`src/rtl/duty_ramp_pkg.sv`:
```
// Shared types and constants for the duty_ramp slew-rate-limited setpoint generator.
package duty_ramp_pkg;

   localparam int unsigned DUTY_W       = 8;
   localparam int unsigned DEF_STEP_DIV = 50000;

   typedef enum logic [2:0] {
      ST_IDLE   = 3'd0,
      ST_UP     = 3'd1,
      ST_DOWN   = 3'd2,
      ST_DONE_P = 3'd3,
      ST_ESTOP  = 3'd4
   } state_t;

   // One step toward tgt; 9-bit intermediates so the last step clamps instead of wrapping.
   function automatic logic [DUTY_W-1:0] step_toward(
      input logic [DUTY_W-1:0] cur,
      input logic [DUTY_W-1:0] tgt,
      input logic [DUTY_W:0]   step,
      input logic              up
   );
      logic [DUTY_W:0] gap;
      gap = up ? ({1'b0, tgt} - {1'b0, cur}) : ({1'b0, cur} - {1'b0, tgt});
      if (gap <= step)
         return tgt;
      else if (up)
         return DUTY_W'({1'b0, cur} + step);
      else
         return DUTY_W'({1'b0, cur} - step);
   endfunction

endpackage

```
`src/rtl/duty_ramp_step_tick.sv`:
```
// Ramp prescaler: counts 0..STEP_DIV-1 while enabled, pulses o_tick_c at terminal count.
module step_tick
   import duty_ramp_pkg::*;
#(
   parameter int unsigned STEP_DIV = DEF_STEP_DIV
) (
   input  logic i_clk,
   input  logic i_rst,
   input  logic i_clear,
   input  logic i_enable,
   output logic o_tick_c
);

   localparam int unsigned     CNT_W = (STEP_DIV > 1) ? $clog2(STEP_DIV) : 1;
   localparam logic [CNT_W-1:0] LAST  = CNT_W'(STEP_DIV - 1);

   logic [CNT_W-1:0] r_cnt;

   assign o_tick_c = i_enable && (r_cnt == LAST);

   always_ff @(posedge i_clk or posedge i_rst) begin
      if (i_rst)
         r_cnt <= '0;
      else if (i_clear)
         r_cnt <= '0;
      else if (i_enable)
         r_cnt <= o_tick_c ? '0 : r_cnt + CNT_W'(1);
   end

endmodule

```
`src/rtl/duty_ramp.sv`:
```
// Slew-rate-limited duty setpoint generator feeding the PWM stage.
// Optional emergency stop input and ESTOP state are built when DUTY_RAMP_ESTOP_EN is defined.
module duty_ramp
   import duty_ramp_pkg::*;
#(
   parameter int unsigned STEP_DIV = DEF_STEP_DIV,
   parameter int unsigned STEP     = 1
) (
   input  logic              CLK,
   input  logic              RST,
   input  logic [DUTY_W-1:0] target,
   input  logic              target_valid,
   output logic              target_ready,
`ifdef DUTY_RAMP_ESTOP_EN
   input  logic              estop,
`endif
   output logic [DUTY_W-1:0] duty,
   output logic              busy,
   output logic              done
);

   localparam logic [DUTY_W:0] STEP_W = (DUTY_W + 1)'(STEP);

   state_t            r_state, w_state_nxt;
   logic [DUTY_W-1:0] r_duty, w_duty_nxt;
   logic [DUTY_W-1:0] r_tgt, w_tgt_nxt;
   logic              r_busy, w_busy_nxt;
   logic              r_done, w_done_nxt;
   logic              r_ready, w_ready_nxt;
   logic              w_xfer, w_tick, w_clear, w_enable, w_estop, w_reach;
   logic [DUTY_W-1:0] w_step_val;

`ifdef DUTY_RAMP_ESTOP_EN
   assign w_estop = estop;
`else
   assign w_estop = 1'b0;
`endif

   assign w_xfer     = target_valid && r_ready;
   assign w_enable   = (r_state == ST_UP) || (r_state == ST_DOWN);
   assign w_step_val = step_toward(r_duty, r_tgt, STEP_W, r_state == ST_UP);
   assign w_reach    = (w_step_val == r_tgt);

   step_tick #(.STEP_DIV(STEP_DIV)) u_step_tick (
      .i_clk    (CLK),
      .i_rst    (RST),
      .i_clear  (w_clear),
      .i_enable (w_enable),
      .o_tick_c (w_tick)
   );

   // State and registered outputs
   always_ff @(posedge CLK or posedge RST) begin
      if (RST) begin
         r_state <= ST_IDLE;
         r_duty  <= '0;
         r_tgt   <= '0;
         r_busy  <= 1'b0;
         r_done  <= 1'b0;
         r_ready <= 1'b1;
      end else begin
         r_state <= w_state_nxt;
         r_duty  <= w_duty_nxt;
         r_tgt   <= w_tgt_nxt;
         r_busy  <= w_busy_nxt;
         r_done  <= w_done_nxt;
         r_ready <= w_ready_nxt;
      end
   end

   // Next state: estop beats a transfer, a transfer beats a pending step
   always_comb begin
      w_state_nxt = r_state;
      if (w_estop) begin
         w_state_nxt = ST_ESTOP;
      end else if (w_xfer) begin
         if (target > r_duty)
            w_state_nxt = ST_UP;
         else if (target < r_duty)
            w_state_nxt = ST_DOWN;
         else
            w_state_nxt = ST_DONE_P;
      end else begin
         case (r_state)
            ST_UP, ST_DOWN: if (w_tick && w_reach) w_state_nxt = ST_DONE_P;
            ST_DONE_P:      w_state_nxt = ST_IDLE;
            ST_ESTOP:       w_state_nxt = ST_IDLE;
            default:        w_state_nxt = r_state;
         endcase
      end
   end

   // Next values of the datapath and output registers
   always_comb begin
      w_duty_nxt = r_duty;
      w_tgt_nxt  = r_tgt;
      w_clear    = 1'b0;
      if (w_estop) begin
         w_duty_nxt = '0;
         w_tgt_nxt  = '0;
      end else if (w_xfer) begin
         w_tgt_nxt = target;
         w_clear   = 1'b1;
      end else if (w_enable && w_tick) begin
         w_duty_nxt = w_step_val;
      end
      w_busy_nxt  = (w_state_nxt == ST_UP) || (w_state_nxt == ST_DOWN);
      w_done_nxt  = (r_state == ST_DONE_P) && !w_estop;
      w_ready_nxt = (w_state_nxt != ST_ESTOP);
   end

   assign duty         = r_duty;
   assign busy         = r_busy;
   assign done         = r_done;
   assign target_ready = r_ready;

endmodule

```
`config.mk`:
```
export PLATFORM = sky130hd
export DESIGN_NAME = duty_ramp
export DESIGN_NICKNAME = d
export VERILOG_FILES = /design/src/rtl/duty_ramp_pkg.sv /design/src/rtl/duty_ramp_step_tick.sv /design/src/rtl/duty_ramp.sv
export SDC_FILE = /design/constraint.sdc
export NUM_CORES = 1
export LEC_CHECK = 0
export CAP_MARGIN = 25
export CORE_UTILIZATION = 45
export DETAILED_ROUTE_END_ITERATION = 10
export GPL_TIMING_DRIVEN = 0
export PLACE_DENSITY = 0.64
export SETUP_SLACK_MARGIN = 0.15
export SLEW_MARGIN = 5
export SYNTH_ARGS = -nofsm -noshare
export SYNTH_HDL_FRONTEND = slang
export SYNTH_SLANG_ARGS = --single-unit
```
`constraint.sdc`:
```
create_clock -name CLK -period 11.3 [get_ports CLK]
set_input_delay 2.26 -clock CLK [delete_from_list [all_inputs] [get_ports CLK]]
set_output_delay 2.26 -clock CLK [all_outputs]
set_load 0.02 [all_outputs]
```
# Word level (Yosys, flattened, before mapping)
# Index checks and enable logic that the tools add are counted.
# W data, S select, Z words.
# op_classes
add_sub_neg	5
n_reduce_logical	10
bitwise_logic	1
n_eq_ne	9
mux	12
magnitude_cmp	3
# ops
cell	count
$mux W16	3
$sub A8 B8 Y9	2
$add A16 B1 Y16 const B	1
$eq A16 B16 Y1 const B	1
$mux W8	2
$eq A3 B2 Y1 const B	3
$le A9 B1 Y1 const B	1
$mux W9	1
$add A8 B1 Y8 const B	1
$eq A8 B8 Y1	1
$gt A8 B8 Y1	1
$lt A8 B8 Y1	1
$sub A8 B1 Y8 const B	1
$eq A3 B1 Y1 const B	2
$mux W3	2
$pmux W3 S2	1
$logic_and A1 B1 Y1	4
$reduce_or A2 Y1	2
$eq A3 B3 Y1 const B	1
$ne A3 B3 Y1 const B	1
$logic_or A1 B1 Y1	2
$mux W1	2
$mux W2	1
$reduce_and A2 Y1	1
other kinds (2)	2
# totals
register_bits	38
input_bits	11
wordCells	47
out_inout_bits	11

# Depth between registers and ports, before layout
# Gate-level depths: netlist (run 1).
# depth
depth_word	11
depth_mapped	12
ltp_nobuf	11

# Cells and area by module
# From an unflattened synthesis (run 1), not the netlist that was laid out.
# unflattened
hier_cells	377
hier_area_um2	3306.9
# modules_own_cells
mod	seq_area_each_um2	cells_per_inst	area_per_inst_um2	n_inst
duty_ramp	551.8	270	2368.5	1
step_tick	400.4	107	938.4	1

# Worst setup path after synthesis (run 1)
# Ideal clock, no wire load.
# synth_path
path_type	input port to flip-flop
from	input port target[1]
to	register r_state[1]
t_required_ns	11.235
t_arrival_ns	3.687
setup_time_ns	0.065
path_buffers	0
slack_ns	7.549
path_stages	8
cell_sequence	ha_1 -> nor2b_1 -> o21a_1 -> o21ai_0 -> a21oi_1 -> o311a_2 -> a22o_1 -> nand2_1
# synth_via
elab_chain_len	3
# synth_lines
element	line	text
start, declared	duty_ramp.sv:11	input logic [DUTY_W-1:0] target,
$gt A8 B8 Y1	duty_ramp.sv:77	if (target > r_duty)
$mux W2	duty_ramp.sv:77	
$mux W3	duty_ramp.sv:76	end else if (w_xfer) begin
net w_state_nxt[1]	duty_ramp.sv:24	state_t r_state, w_state_nxt;
end signal, assigned	duty_ramp.sv:62	r_state <= w_state_nxt;
end, declared	duty_ramp.sv:24	
# The timed path passes the listed nets, and every way through them passes these cells.
# A chain may end at the register's enable or synchronous reset.

# Worst setup path after layout (run 1)
# layout_path
from	register r_state[2]
to	register r_busy, in the netlist busy
# layout_via
elab_chain_len	11
elab_cells_between_ends	20
classes_between	order compare: 1; eq/ne: 7; mux: 6; reduce/logical: 6
# layout_lines
element	line	text
$eq A3 B1 Y1	duty_ramp.sv:40, duty_ramp.sv:41, duty_ramp.sv:84	
$mux W9	duty_ramp_pkg.sv:23	gap = up ? ({1'b0, tgt} - {1'b0, cur}) : ({1'b0, cur} - {1'b0, tgt});
$le A9 B1 Y1	duty_ramp_pkg.sv:24	if (gap <= step)
$mux W8	duty_ramp_pkg.sv:24	
$eq A8 B8 Y1	duty_ramp.sv:42	assign w_reach = (w_step_val == r_tgt);
$logic_and A1 B1 Y1	duty_ramp.sv:85	ST_UP, ST_DOWN: if (w_tick && w_reach) w_state_nxt = ST_DONE_P;
$mux W3	duty_ramp.sv:85	
$pmux W3 S2 *	duty_ramp.sv:84	case (r_state)
$mux W3 *	duty_ramp.sv:76	
$eq A3 B1 Y1 / $eq A3 B2 Y1 (equally long branches)	duty_ramp.sv:107	w_busy_nxt = (w_state_nxt == ST_UP) || (w_state_nxt == ST_DOWN);
$logic_or A1 B1 Y1 *	duty_ramp.sv:107	
net w_busy_nxt	duty_ramp.sv:27	logic r_busy, w_busy_nxt;
end signal, assigned	duty_ramp.sv:65	r_busy <= w_busy_nxt;
end, declared	duty_ramp.sv:27	
# Mark *: on every way through the listed nets, which the timed path passes. The rest lies on a longest branch.

==> results of run 1 <==
[cells by family (layout without fill, tap and decap cells)]
| logic type | count (synthesis) | after routing | synth area share [%] |
|---|---|---|---|
| other | 1 | 1 | 0.108 |
| DFF | 38 | 38 | 27.4 |
| xor gates and xnor gates | 26 | 26 | 6.77 |
| adders and majority gates | 36 | 36 | 13.6 |
| buffers and inverters | 41 | 70 | 5.01 |
| and+or+nand+nor | 148 | 148 | 24.6 |
| AOI/OAI and AO/OA | 95 | 95 | 17.9 |
| muxes | 15 | 15 | 4.61 |
[path summary, 6_finish.rpt]
check,from,slack [ps],cells past startpoint,end
worst max register to register,r_state[2],7110,11,busy
worst min-delay path,target_ready,560,1,r_state[2]
worst max-delay path,r_state[2],7110,11,busy
min in group asynchronous,RST,2430,2,r_tgt[2]
worst min register to register,target_ready,560,1,r_state[2]
max in group asynchronous,RST,8370,2,duty[3]
[sequential cells by signal (all words and copies together), names as in the netlist]
name and flops:
r_tgt 8, target_ready 1, busy 1, done 1
r_state 3, u_step_tick.r_cnt 16, duty 8
[cells in the final DEF (no fill, tap or decap), types with 4 or more instances in the layout]
master | Yosys | layout
dfrtp_1 | 37 | 37
nand3_1 | 14 | 14
nor2b_1 | 5 | 5
inv_1 | 26 | 25
o21ai_1 | 7 | 7
o21a_1 | 4 | 4
clkdlybuf4s50_1 | 0 | 21
nor3b_1 | 4 | 4
a211oi_1 | 4 | 4
clkbuf_8 | 0 | 5
xor2_1 | 10 | 10
nor4_1 | 6 | 6
a22oi_1 | 4 | 4
a21oi_1 | 23 | 23
nand4_1 | 12 | 12
mux2i_1 | 7 | 7
nand2_1 | 26 | 26
clkbuf_1 | 10 | 12
o211ai_1 | 4 | 4
xnor2_1 | 15 | 15
nor2_1 | 34 | 34
ha_1 | 33 | 33
or3_1 | 5 | 5
nor3_1 | 11 | 11
mux2_2 | 8 | 8
and3_1 | 7 | 7
o21ai_0 | 24 | 24
[worst max-delay path, stage by stage (launching register included)]
cell and delay [ps]:
dfrtp_1 450, or3b_1 470, clkbuf_1 380, ha_1 450
nor2b_1 170, o311ai_1 470, mux2_2 400, a211o_2 280
or4_4 430, a2111oi_4 290, o21ai_2 100, and3_1 190
[cell type report]
class / count / area, µm² / share of cell area (%)
Sequential cell: 38 / 952 / 24.3
Inverter: 28 / 105 / 2.68
Tap cell: 99 / 124 / 3.16
Multi-Input combinational cell: 321 / 2350 / 60.0
Timing Repair Buffer: 21 / 210 / 5.37
Clock buffer: 7 / 76.3 / 1.95
Buffer: 13 / 68.8 / 1.76
Clock inverter: 1 / 30.0 / 0.767
[metrics by stage]
stage / power (mW) / utilization (%) / instances / setup WS [ps]
after floorplan: 0.260 / - / 400 / 7550
after detailed placement: 0.293 / 51.7 / 520 / 6880
after global routing: 0.427 / 53.1 / 528 / 6950
final: 0.404 / 53.1 / 528 / 7110
after global placement: 0.291 / 51.7 / 520 / 6900
after CTS: 0.407 / 53.1 / 528 / 7140
[metal layers]
layer	vias to the layer above	global-route usage, %	wire length [µm]
li1	1498	-	-
met1	1447	27.8	3890
met2	78	37.7	4040
met3	14	2.03	332
met4	0	6.59	172
met5	-	0	0
[where the power goes]
part           internal, mW  switching, mW
logic                0.0538         0.0746
clock network        0.0660         0.0449
registers             0.148         0.0164
total                 0.268          0.136
==> impl_metrics.tcl, run 1 <==
set metrics [dict create \
    end_kind "flip-flop" \
    synth-async-reset-ratio_pct 100 \
    die_h_um 89.9 \
    overflow 0 \
    place.gp.congestion 0.988 \
    synthDistinctLibCells 74 \
    start_kind "flip-flop" \
    numPortBuffers 21 \
    drt_first_pass_iters 4 \
    netlist_area_mm2 0.00347 \
    synth_most_common_cell "dfrtp_1" \
    drc 0 \
    grt_usage_pct 21.4 \
    hold_ws_ps 563 \
    dieArea_mm2 0.00808 \
    synth_seq_area_share_pct 27.4 \
    hold_path_class "reg -> reg" \
    grt_setup_unrepaired "false" \
    vdd_drop_max_mv 0.158 \
    tns_ps 0 \
    stdcell_area_mm2 0.00392 \
    place_area_mm2 0.00381 \
    num-nets-final 475 \
    drive_gt1_share_pct 10.0 \
    skew_ps 9.59 \
    die_width_um 89.9 \
    outcome "finished clean" \
    powerDensity_mw_per_mm2 103 \
    post_cts_resized 0 \
    post-cts-setup-buffers 0 \
    vias_per_cell 5.75 \
    hpwl_um 6650 \
    worst_slew_pin_slew_ps 775 \
    start_util_pct 47.1 \
    yosys_warnings 0 \
    via_count 3037 \
    synth_ff_type "dfrtp_1" \
    fillers 711 \
    synth_edf_count 0 \
    first_global_vias 2965 \
    clockRootBuffer "clkbuf_8" \
    synth_area_leaders "dfrtp_1, ha_1, xnor2_1, nor2_1, o21ai_0" \
    crit_arrival_ps 4370 \
    period_needed_ps 4190 \
    synth_top_cell_area_share_pct 26.6 \
    grt_start_max_net_pins 39 \
    routed_wl_um 8430 \
    synth_top_area_cell "dfrtp_1" \
    p_leak_nw 1.62 \
    cts-htree-levels 2 \
    synth_area_per_cell_um2 8.69 \
    hold_viol 0 \
    drt_first_iter_violations 135 \
    hold_buffers 0 \
    path_class "reg -> reg" \
    clk_pin_slew_ps 70 \
    placement_rows 31 \
    clock_latency_ps 290 \
    synth-seq-cells 38 \
    worstPathMaxFanout 15 \
    slew_viol_final 0 \
    numCtsBuffers 5 \
    synthTopCellsByCount "dfrtp_1, nor2_1, ha_1" \
    clock_path_buffers 2 \
    core-area_mm2 0.00737 \
    syn_nets 447 \
    antenna_found_initial 0 \
    cts_tree "built" \
    n_antenna_cell 0 \
    postRouteAntennaNets 0 \
    grt_pass1_wl_um 14100 \
    relSlewSlack_pct 48.4 \
    fmax_mhz 239 \
    synthCells 400 \
    drt-wirelength-per-cell_um 16.0 \
    worstPathRequired_ps 11480 \
    min_period_over_period_pct 37.1 \
    final-setup-viol-count 0 \
    maxCapViolations 0 \
    cts.sinks 38 \
    ioPinCount 22 \
    area_delta_synth_final_pct 12.7 \
]
(Power assumes the default switching activity.)
==> run 2, diff against run 1 <==
--- a/config.mk
+++ b/config.mk
@@ -9,7 +9,7 @@
 export CORE_UTILIZATION = 45
 export DETAILED_ROUTE_END_ITERATION = 10
 export GPL_TIMING_DRIVEN = 0
-export PLACE_DENSITY = 0.64
+export PLACE_DENSITY = 0.67
 export SETUP_SLACK_MARGIN = 0.15
 export SLEW_MARGIN = 5
 export SYNTH_ARGS = -nofsm -noshare
==> constraint.sdc (replaced) <==
create_clock -name CLK -period 3.65 [get_ports CLK]
set_input_delay 0.73 -clock CLK [delete_from_list [all_inputs] [get_ports CLK]]
set_output_delay 0.73 -clock CLK [all_outputs]
set_load 0.02 [all_outputs]
==> run 2 against run 1 <==
Register-to-register slack got worse by 6900 ps. Sequential power increased to 3.1 times the previous value. Sequential share of layout area decreased by 1.2 points. Flip-flop and latch count unchanged. Critical endpoint unchanged. Clock power increased to 2.6 times the previous value. Combinational power increased to 3.4 times the previous value. Largest power group unchanged. Clock-buffer cell count unchanged.
==> impl_metrics.tcl, run 2 (same netlist as run 1, synthesis figures left out) <==
set metrics [dict create \
    num-nets-final 488 \
    drt_first_pass_iters 4 \
    antenna_found_initial 0 \
    dieArea_mm2 0.00808 \
    grt_setup_unrepaired "true" \
    slowest_stage "or3b_4" \
    maxCapViolations 0 \
    postRouteAntennaNets 0 \
    via_count 3146 \
    fmax_mhz 288 \
    p_leak_nw 1.73 \
    path_cells "or3b_4 > clkbuf_16 > ha_4 > nor2b_4 > o311ai_4 > or2b_4 > a211o_4 > or4_4 > a2111oi_4 > o21ai_2 > and3_1" \
    hold_path_class "reg -> reg" \
    drive_gt1_share_pct 16.5 \
    ioPinCount 22 \
    top_register "u_step_tick.r_cnt" \
    core-area_mm2 0.00737 \
    fin_cells 541 \
    cts_tree "built" \
    routed_wl_um 8880 \
    numCtsBuffers 5 \
    timing.final.ws_setup_ps 177 \
    area_delta_synth_final_pct 18.7 \
    numPortBuffers 21 \
    n_antenna_cell 0 \
    fillers 686 \
    final_common_cell "dfrtp_1" \
    worst_slew_pin_slew_ps 785 \
    drt-wirelength-per-cell_um 16.4 \
    start_util_pct 47.1 \
    slowest_delay_ps 460 \
    path_buf_inv 1 \
    die_h_um 89.9 \
    path_class "reg -> reg" \
    clockRootBuffer "clkbuf_8" \
    path_depth 11 \
    hold_buffers 0 \
    fin_util_pct 56.0 \
    final-setup-viol-count 0 \
    die_width_um 89.9 \
    drt_first_iter_violations 162 \
    clk_pin_slew_ps 70 \
    period_needed_ps 3470 \
    min_period_over_period_pct 95.2 \
    min_from "u_step_tick.r_cnt[15]" \
    slew_viol_final 0 \
    place.gp.congestion 1.01 \
    end_kind "flip-flop" \
    cts-htree-levels 2 \
    rr_worst_depth 11 \
    first_global_vias 3074 \
    rr_startpoint "r_state[2]" \
    dp_cells 520 \
    min_path_cells 1 \
    placement_rows 31 \
    powerDensity_mw_per_mm2 299 \
    largest_reg_flops 16 \
    crit_family "simple AND/OR/NAND/NOR gates" \
    worstPathRequired_ps 3830 \
    grt_start_max_net_pins 39 \
    place_ws_ps -359 \
    cts.sinks 38 \
    drc 0 \
    grt_pass1_wl_um 15000 \
    relSlewSlack_pct 47.6 \
    crit_arrival_ps 3650 \
    clock_path_buffers 2 \
    start_kind "flip-flop" \
    grt_usage_pct 22.7 \
    outcome "finished clean" \
    vdd_drop_max_mv 0.310 \
    hpwl_um 6740 \
    mostFrequentLayoutCells "dfrtp_1, nor2_1, ha_1, nand2_1, inv_1" \
    clock_latency_ps 290 \
    overflow 0 \
    vias_per_cell 5.82 \
    skew_ps 2.97 \
    hold_viol 0 \
    crit_start "r_state[2]" \
    worstPathMaxFanout 8 \
]
## run 2: changes by cell type in the layout (fill, tap and decap cells not counted), moves of 2 or more
cell      delta
buf_4       +14
clkbuf_1     -4
ha_1         -3
ha_4         +3
clkbuf_2     +2
dfrtp_1      -2
dfrtp_2      +2
## run 2: layer usage
layer / track usage, % / wire, µm
met5: 0 / 0
met1: 29.6 / 4010
met4: 6.32 / 144
met3: 3.21 / 328
met2: 39.0 / 4400
## run 2: worst paths after layout
| kind | endpoint | slack, ps |
|---|---|---|
| worst max-delay path | busy | 180 |
| worst min-delay path | u_step_tick.r_cnt[15] | 540 |
| worst max register to register | busy | 180 |
| worst min register to register | u_step_tick.r_cnt[15] | 540 |
| max in group asynchronous | r_state[2] | 2200 |
| min in group asynchronous | done | 910 |
## run 2: power breakdown
group | leakage [nW] | internal (mW) | switching [mW]
registers | 0.492 | 0.459 | 0.0492
clock network | 0.0482 | 0.152 | 0.142
logic | 1.19 | 0.184 | 0.246
## run 2: through the flow
stage | hold WS [ps] | power [mW] | TNS (ps) | instance area (µm²)
global placement | 525 | 0.899 | -711 | 3810
global route | 566 | 1.31 | 0 | 4120
floorplan | 489 | 0.804 | 0 | 3480
CTS | 543 | 1.23 | 0 | 4070
detailed placement | 522 | 0.911 | -771 | 3810
finish | 544 | 1.23 | 0 | 4120
## run 2: final cells by class
class	count	area [µm²]	share of cell area [%]
Tap cell	99	124	3.00
Clock inverter	1	5.00	0.121
Multi-Input combinational cell	321	2450	59.4
Timing Repair Buffer	34	308	7.46
Buffer	13	87.6	2.12
Sequential cell	38	955	23.1
Inverter	28	110	2.67
Clock buffer	7	86.3	2.09
## run 2: timing repair
action                                  CTS  global route
endpoints found under the setup margin    5            10
setup buffers                             8             5
pin swaps                                 5             7
resized for setup                        21            10
